[config.mk]
export PLATFORM = sky130hd
export DESIGN_NAME = gate_sensor_decoder
export DESIGN_NICKNAME = d
export VERILOG_FILES = /design/src/rtl/gate_pkg.sv /design/src/rtl/sensor_debounce.sv /design/src/rtl/gate_sensor_decoder.sv
export SDC_FILE = /design/constraint.sdc
export NUM_CORES = 1
export LEC_CHECK = 0
export CORE_UTILIZATION = 50
export CTS_CLUSTER_DIAMETER = 30
export DETAILED_ROUTE_END_ITERATION = 8
export PLACE_DENSITY = 0.74
export SETUP_SLACK_MARGIN = 0.5
export SLEW_MARGIN = 20
export SYNTH_ARGS = -nofsm -noshare
export SYNTH_HDL_FRONTEND = slang
export SYNTH_HIERARCHICAL = 1
export SYNTH_SLANG_ARGS = --single-unit
[constraint.sdc]
create_clock -name clk -period 3.4 [get_ports clk]
set_input_delay 0.85 -clock clk [delete_from_list [all_inputs] [get_ports clk]]
set_output_delay 0.85 -clock clk [all_outputs]
set_load 0.005 [all_outputs]
[src/rtl/gate_pkg.sv]
// Shared types and constants for the parking-gate sensor decoder.
// Holds the direction FSM state encoding and the {a,b} sensor code values.
package gate_pkg;

    typedef enum logic [2:0] {
        ST_IDLE  = 3'd0,
        ST_E1    = 3'd1,
        ST_E2    = 3'd2,
        ST_E3    = 3'd3,
        ST_X1    = 3'd4,
        ST_X2    = 3'd5,
        ST_X3    = 3'd6,
        ST_FAULT = 3'd7
    } state_t;

    localparam logic [1:0] CODE_NONE = 2'b00;
    localparam logic [1:0] CODE_A    = 2'b10;
    localparam logic [1:0] CODE_B    = 2'b01;
    localparam logic [1:0] CODE_AB   = 2'b11;

endpackage

[src/rtl/sensor_debounce.sv]
// Single-sensor debouncer: the filtered value follows the raw input only after
// DEB_CYCLES consecutive edges on which the raw sample disagrees with it.
module sensor_debounce #(
    parameter int DEB_CYCLES = 4
) (
    input  logic clk,
    input  logic clr,
    input  logic raw,
    output logic filt
);

    localparam int DW = (DEB_CYCLES < 2) ? 1 : $clog2(DEB_CYCLES + 1);

    logic [DW-1:0] cnt_q, cnt_d;
    logic          filt_q, filt_d;

    // Any agreeing sample restarts the run of disagreeing edges.
    always_comb begin
        filt_d = filt_q;
        cnt_d  = '0;
        if (raw != filt_q) begin
            if (cnt_q == DW'(DEB_CYCLES - 1)) begin
                filt_d = raw;
            end else begin
                cnt_d = cnt_q + 1'b1;
            end
        end
    end

    always_ff @(posedge clk) begin
        if (clr) begin
            cnt_q  <= '0;
            filt_q <= 1'b0;
        end else begin
            cnt_q  <= cnt_d;
            filt_q <= filt_d;
        end
    end

    assign filt = filt_q;

endmodule

[src/rtl/gate_sensor_decoder.sv]
// Lane beam-sensor front end: debounce A/B, track crossing order, emit ent/ext pulses.
// Optional build macro SENSOR_SYNC_EN adds a 2-flop synchronizer on each raw sensor.
module gate_sensor_decoder
    import gate_pkg::*;
#(
    parameter int DEB_CYCLES     = 4,
    parameter int TIMEOUT_CYCLES = 1024
) (
    input  logic clk,
    input  logic clr,
    input  logic sens_a,
    input  logic sens_b,
    output logic ent,
    output logic ext,
    output logic busy,
    output logic fault,
    output logic a_filt,
    output logic b_filt
);

    localparam int CNT_W = $clog2(TIMEOUT_CYCLES + 1);

    logic a_raw, b_raw;

`ifdef SENSOR_SYNC_EN
    logic [1:0] sync_a_q, sync_a_d, sync_b_q, sync_b_d;

    always_comb begin
        sync_a_d = {sync_a_q[0], sens_a};
        sync_b_d = {sync_b_q[0], sens_b};
    end

    always_ff @(posedge clk) begin
        if (clr) begin
            sync_a_q <= '0;
            sync_b_q <= '0;
        end else begin
            sync_a_q <= sync_a_d;
            sync_b_q <= sync_b_d;
        end
    end

    assign a_raw = sync_a_q[1];
    assign b_raw = sync_b_q[1];
`else
    assign a_raw = sens_a;
    assign b_raw = sens_b;
`endif

    sensor_debounce #(.DEB_CYCLES(DEB_CYCLES)) u_deb_a (
        .clk  (clk),
        .clr  (clr),
        .raw  (a_raw),
        .filt (a_filt)
    );

    sensor_debounce #(.DEB_CYCLES(DEB_CYCLES)) u_deb_b (
        .clk  (clk),
        .clr  (clr),
        .raw  (b_raw),
        .filt (b_filt)
    );

    logic [1:0]       code;
    state_t           state_q, state_d;
    logic [CNT_W-1:0] tmo_q, tmo_d;
    logic             ent_q, ent_d, ext_q, ext_d;
    logic             busy_q, busy_d, fault_q, fault_d;

    assign code = {a_filt, b_filt};

    always_comb begin
        state_d = state_q;
        tmo_d   = '0;
        ent_d   = 1'b0;
        ext_d   = 1'b0;
        case (state_q)
            ST_IDLE: begin
                case (code)
                    CODE_A:  state_d = ST_E1;
                    CODE_B:  state_d = ST_X1;
                    CODE_AB: state_d = ST_FAULT;
                    default: state_d = ST_IDLE;
                endcase
            end
            ST_E1: begin
                case (code)
                    CODE_AB:   state_d = ST_E2;
                    CODE_NONE: state_d = ST_IDLE;
                    CODE_B:    state_d = ST_FAULT;
                    default:   state_d = ST_E1;
                endcase
            end
            ST_E2: begin
                case (code)
                    CODE_B:    state_d = ST_E3;
                    CODE_A:    state_d = ST_E1;
                    CODE_NONE: state_d = ST_FAULT;
                    default:   state_d = ST_E2;
                endcase
            end
            ST_E3: begin
                case (code)
                    CODE_NONE: begin
                        state_d = ST_IDLE;
                        ent_d   = 1'b1;
                    end
                    CODE_AB: state_d = ST_E2;
                    CODE_A:  state_d = ST_FAULT;
                    default: state_d = ST_E3;
                endcase
            end
            ST_X1: begin
                case (code)
                    CODE_AB:   state_d = ST_X2;
                    CODE_NONE: state_d = ST_IDLE;
                    CODE_A:    state_d = ST_FAULT;
                    default:   state_d = ST_X1;
                endcase
            end
            ST_X2: begin
                case (code)
                    CODE_A:    state_d = ST_X3;
                    CODE_B:    state_d = ST_X1;
                    CODE_NONE: state_d = ST_FAULT;
                    default:   state_d = ST_X2;
                endcase
            end
            ST_X3: begin
                case (code)
                    CODE_NONE: begin
                        state_d = ST_IDLE;
                        ext_d   = 1'b1;
                    end
                    CODE_AB: state_d = ST_X2;
                    CODE_B:  state_d = ST_FAULT;
                    default: state_d = ST_X3;
                endcase
            end
            default: begin
                if (code == CODE_NONE) state_d = ST_IDLE;
            end
        endcase

        // A stalled crossing counts up while it holds; a completed count forces FAULT.
        if (state_q != ST_IDLE && state_q != ST_FAULT && state_d == state_q) begin
            if (tmo_q == CNT_W'(TIMEOUT_CYCLES)) begin
                state_d = ST_FAULT;
            end else begin
                tmo_d = tmo_q + 1'b1;
            end
        end

        busy_d  = (state_d != ST_IDLE);
        fault_d = (state_d == ST_FAULT);
    end

    always_ff @(posedge clk) begin
        if (clr) begin
            state_q <= ST_IDLE;
            tmo_q   <= '0;
            ent_q   <= 1'b0;
            ext_q   <= 1'b0;
            busy_q  <= 1'b0;
            fault_q <= 1'b0;
        end else begin
            state_q <= state_d;
            tmo_q   <= tmo_d;
            ent_q   <= ent_d;
            ext_q   <= ext_d;
            busy_q  <= busy_d;
            fault_q <= fault_d;
        end
    end

    assign ent   = ent_q;
    assign ext   = ext_q;
    assign busy  = busy_q;
    assign fault = fault_q;

endmodule

==> results.ini <==
[run_status]
status = complete, no violations

[synthesis]
synth-edff-count = 0
seq_area_frac_synth = 0.3577
ys_top_cells_by_area = dfxtp_1, ha_1, nor4_1, xnor2_1, nor3_1
netlist_area_sq_mm = 0.001455
synth_seq_cells = 26
synthesis.nets = 174
yosys.area.top_type = dfxtp_1
avgSynthCellArea_sq_um = 9.268
yosysUniqueCellTypes = 45
yosysWarningCount = 6
synth_top_area_frac = 0.3577
synth_flop_cell = dfxtp_1
async_flop_share = 0
synth_cells = 157

[power]
total_leakage_power_uw = 0.0005255
power_uw = 478.5
vdd_ir_drop_max_v = 0.0002346
p_per_area_mw_per_mm2 = 301.4

[setup_path]
worst_path_max_delay_cell = or4_1
path_class = reg -> reg
required_ns = 3.59
crit_fanout = 15
crit_chain = inv_1 -> ha_1 -> or2_0 -> a32o_1 -> or4_1 -> o21ai_4 -> o22ai_1
cp_slowest_stage_delay_ns = 0.58
end_kind = flop
arrival_ns = 2.85
startpoint_type = flop

[global_routing]
grt_max_degree = 17
grt_pass1_vias = 1031
antenna_found_initial = 0
grt_pass1_wl_mm = 4.609
gr-usage-all-layers = 0.1856
grt_overflow = 0

[placed_design]
place_congestion = 0.9380
dpl.hpwl_mm = 2.062
port_buffers = 9

[die]
start_util = 0.5277
dieArea_sq_mm = 0.003130
ioPinCount = 10
die_x_microns = 55.95
num_rows = 19
coreArea_sq_mm = 0.002758
die_h_microns = 55.95

[sta]
worstMarginPinSlew_ns = 0.4911
drv_slew = 0
finalClockSkew_ns = 0.004571
finalSetupViolCount = 0
fin_setup_tns_ns = 0
fin_crit_ns = 2.664
timing.final.crit_share = 0.7836
hold_violations = 0
slew_headroom = 0.6641
rsz0062_at_grt = no
max_freq_mhz = 375.3

[route]
drt-vias-per-instance = 5.954
wl_mm = 2.668
drcViolationCount = 0
drt_iter0_drc = 49
drt_first_pass_iters = 4
ant_nets = 0
wl_per_cell_microns = 13.68
num_vias = 1161

[clocking]
clk_path_buf_depth = 2
cts.clk_slew.worst_paths_ns = 0.13
htree_levels = 1
cts_root_buf = clkbuf_4
tritoncts = built
holdBufCountCts = 0
cts_setup_buffers = 0
cts.sinks = 26
cts_resized = 0
cts_made_buffers = 3
clk-insertion-delay-late_ns = 0.31

[finish]
final_common_cell = dfxtp_1
nNetsFinal = 182
drive_above_1_share = 0.07927
syn_to_final_growth_pct = 9.114
mostFrequentLayoutCells = dfxtp_1, ha_1, nor3_1, nor4_1
diodes = 0

[flow_run]
cap_violations = 0

[worst_hold_path]
min_path_type = reg -> reg

==> layer usage <==
layer	up-vias	wire length, microns	GRT usage
met1	547	1183	0.2357
li1	590	-	-
met2	18	1360	0.3167
met3	6	77	0.02791
met4	0	46	0.07317
met5	-	0	0
==> registers in the layout, summed over array words and instances (netlist names) <==
signal         cells
ext                1
u_deb_b/filt       1
fault              1
ent                1
state_q            3
u_deb_a/cnt_q      3
busy               1
u_deb_b/cnt_q      3
tmo_q             11
u_deb_a/filt       1
==> path summary, 6_finish.rpt <==
path         slack [ns]                          end                        start  cells past startpoint
min reg2reg        0.43  u_deb_a/cnt_q[0]$_SDFF_PP0_  u_deb_a/cnt_q[0]$_SDFF_PP0_                      1
max                0.74        state_q[1]$_SDFF_PP0_    u_deb_a/filt$_SDFFE_PP0P_                      7
min                0.43  u_deb_a/cnt_q[0]$_SDFF_PP0_  u_deb_a/cnt_q[0]$_SDFF_PP0_                      1
max reg2reg        0.74        state_q[1]$_SDFF_PP0_    u_deb_a/filt$_SDFFE_PP0P_                      7
==> metrics by stage <==
stage          area [sq um]  hold slack (ns)  utilization  cells  setup WS (ns)
2_1_floorplan          1455           0.4037            -    157         0.9375
3_3_place_gp           1544           0.4155       0.5599    191         0.7519
3_5_place_dp           1544           0.4209       0.5599    191         0.6229
4_1_cts                1580           0.4397       0.5730    195         0.6289
5_1_grt                1588           0.4564       0.5758    195         0.6039
6_report               1588           0.4348       0.5758    195         0.7358
==> worst max-delay path, delay by kind of cell (launching register included) <==
kind	cells	cell delay, ns
and+or+nand+nor	2	0.83
AOI/OAI and AO/OA	3	0.74
DFF	1	0.51
adders and majority gates	1	0.32
buffers and inverters	1	0.14
==> cell families after synthesis <==
family | after synthesis | share of synthesized area
xor gates and xnor gates | 11 | 0.06621
adders and majority gates | 13 | 0.1118
DFF | 26 | 0.3577
muxes | 4 | 0.02838
buffers and inverters | 16 | 0.05588
AOI/OAI and AO/OA | 25 | 0.1264
and+or+nand+nor | 62 | 0.2537
==> report_power, final <==
group / leakage [uW] / internal, uW / switching [uW]
sequential: 0.000210 / 307 / 1.68
clock: 0.0000210 / 65.4 / 84.6
combinational: 0.000295 / 10.1 / 9.32
==> cell type report <==
class	count	area, sq um
fill	249	1170
multi-input combinational	115	860.8
sequential	26	520.5
timing repair buffer	10	97.59
tap	31	38.79
clock buffer	4	36.28
inverter	9	33.78
==> synth_stat cells, drive strengths merged, types with 2 or more instances <==
cell type / count
or2: 2
a21o: 2
nor4b: 4
ha: 13
nor3: 12
nor4: 12
buf: 6
a311oi: 2
o22ai: 3
inv: 9
nand3: 6
dfxtp: 26
nor2b: 3
nand2b: 3
xnor2: 7
or4: 2
nor2: 6
o21ai: 5
xor2: 4
a21oi: 3
nand2: 7
mux2i: 3
Power figures use the tool's default switching activity.
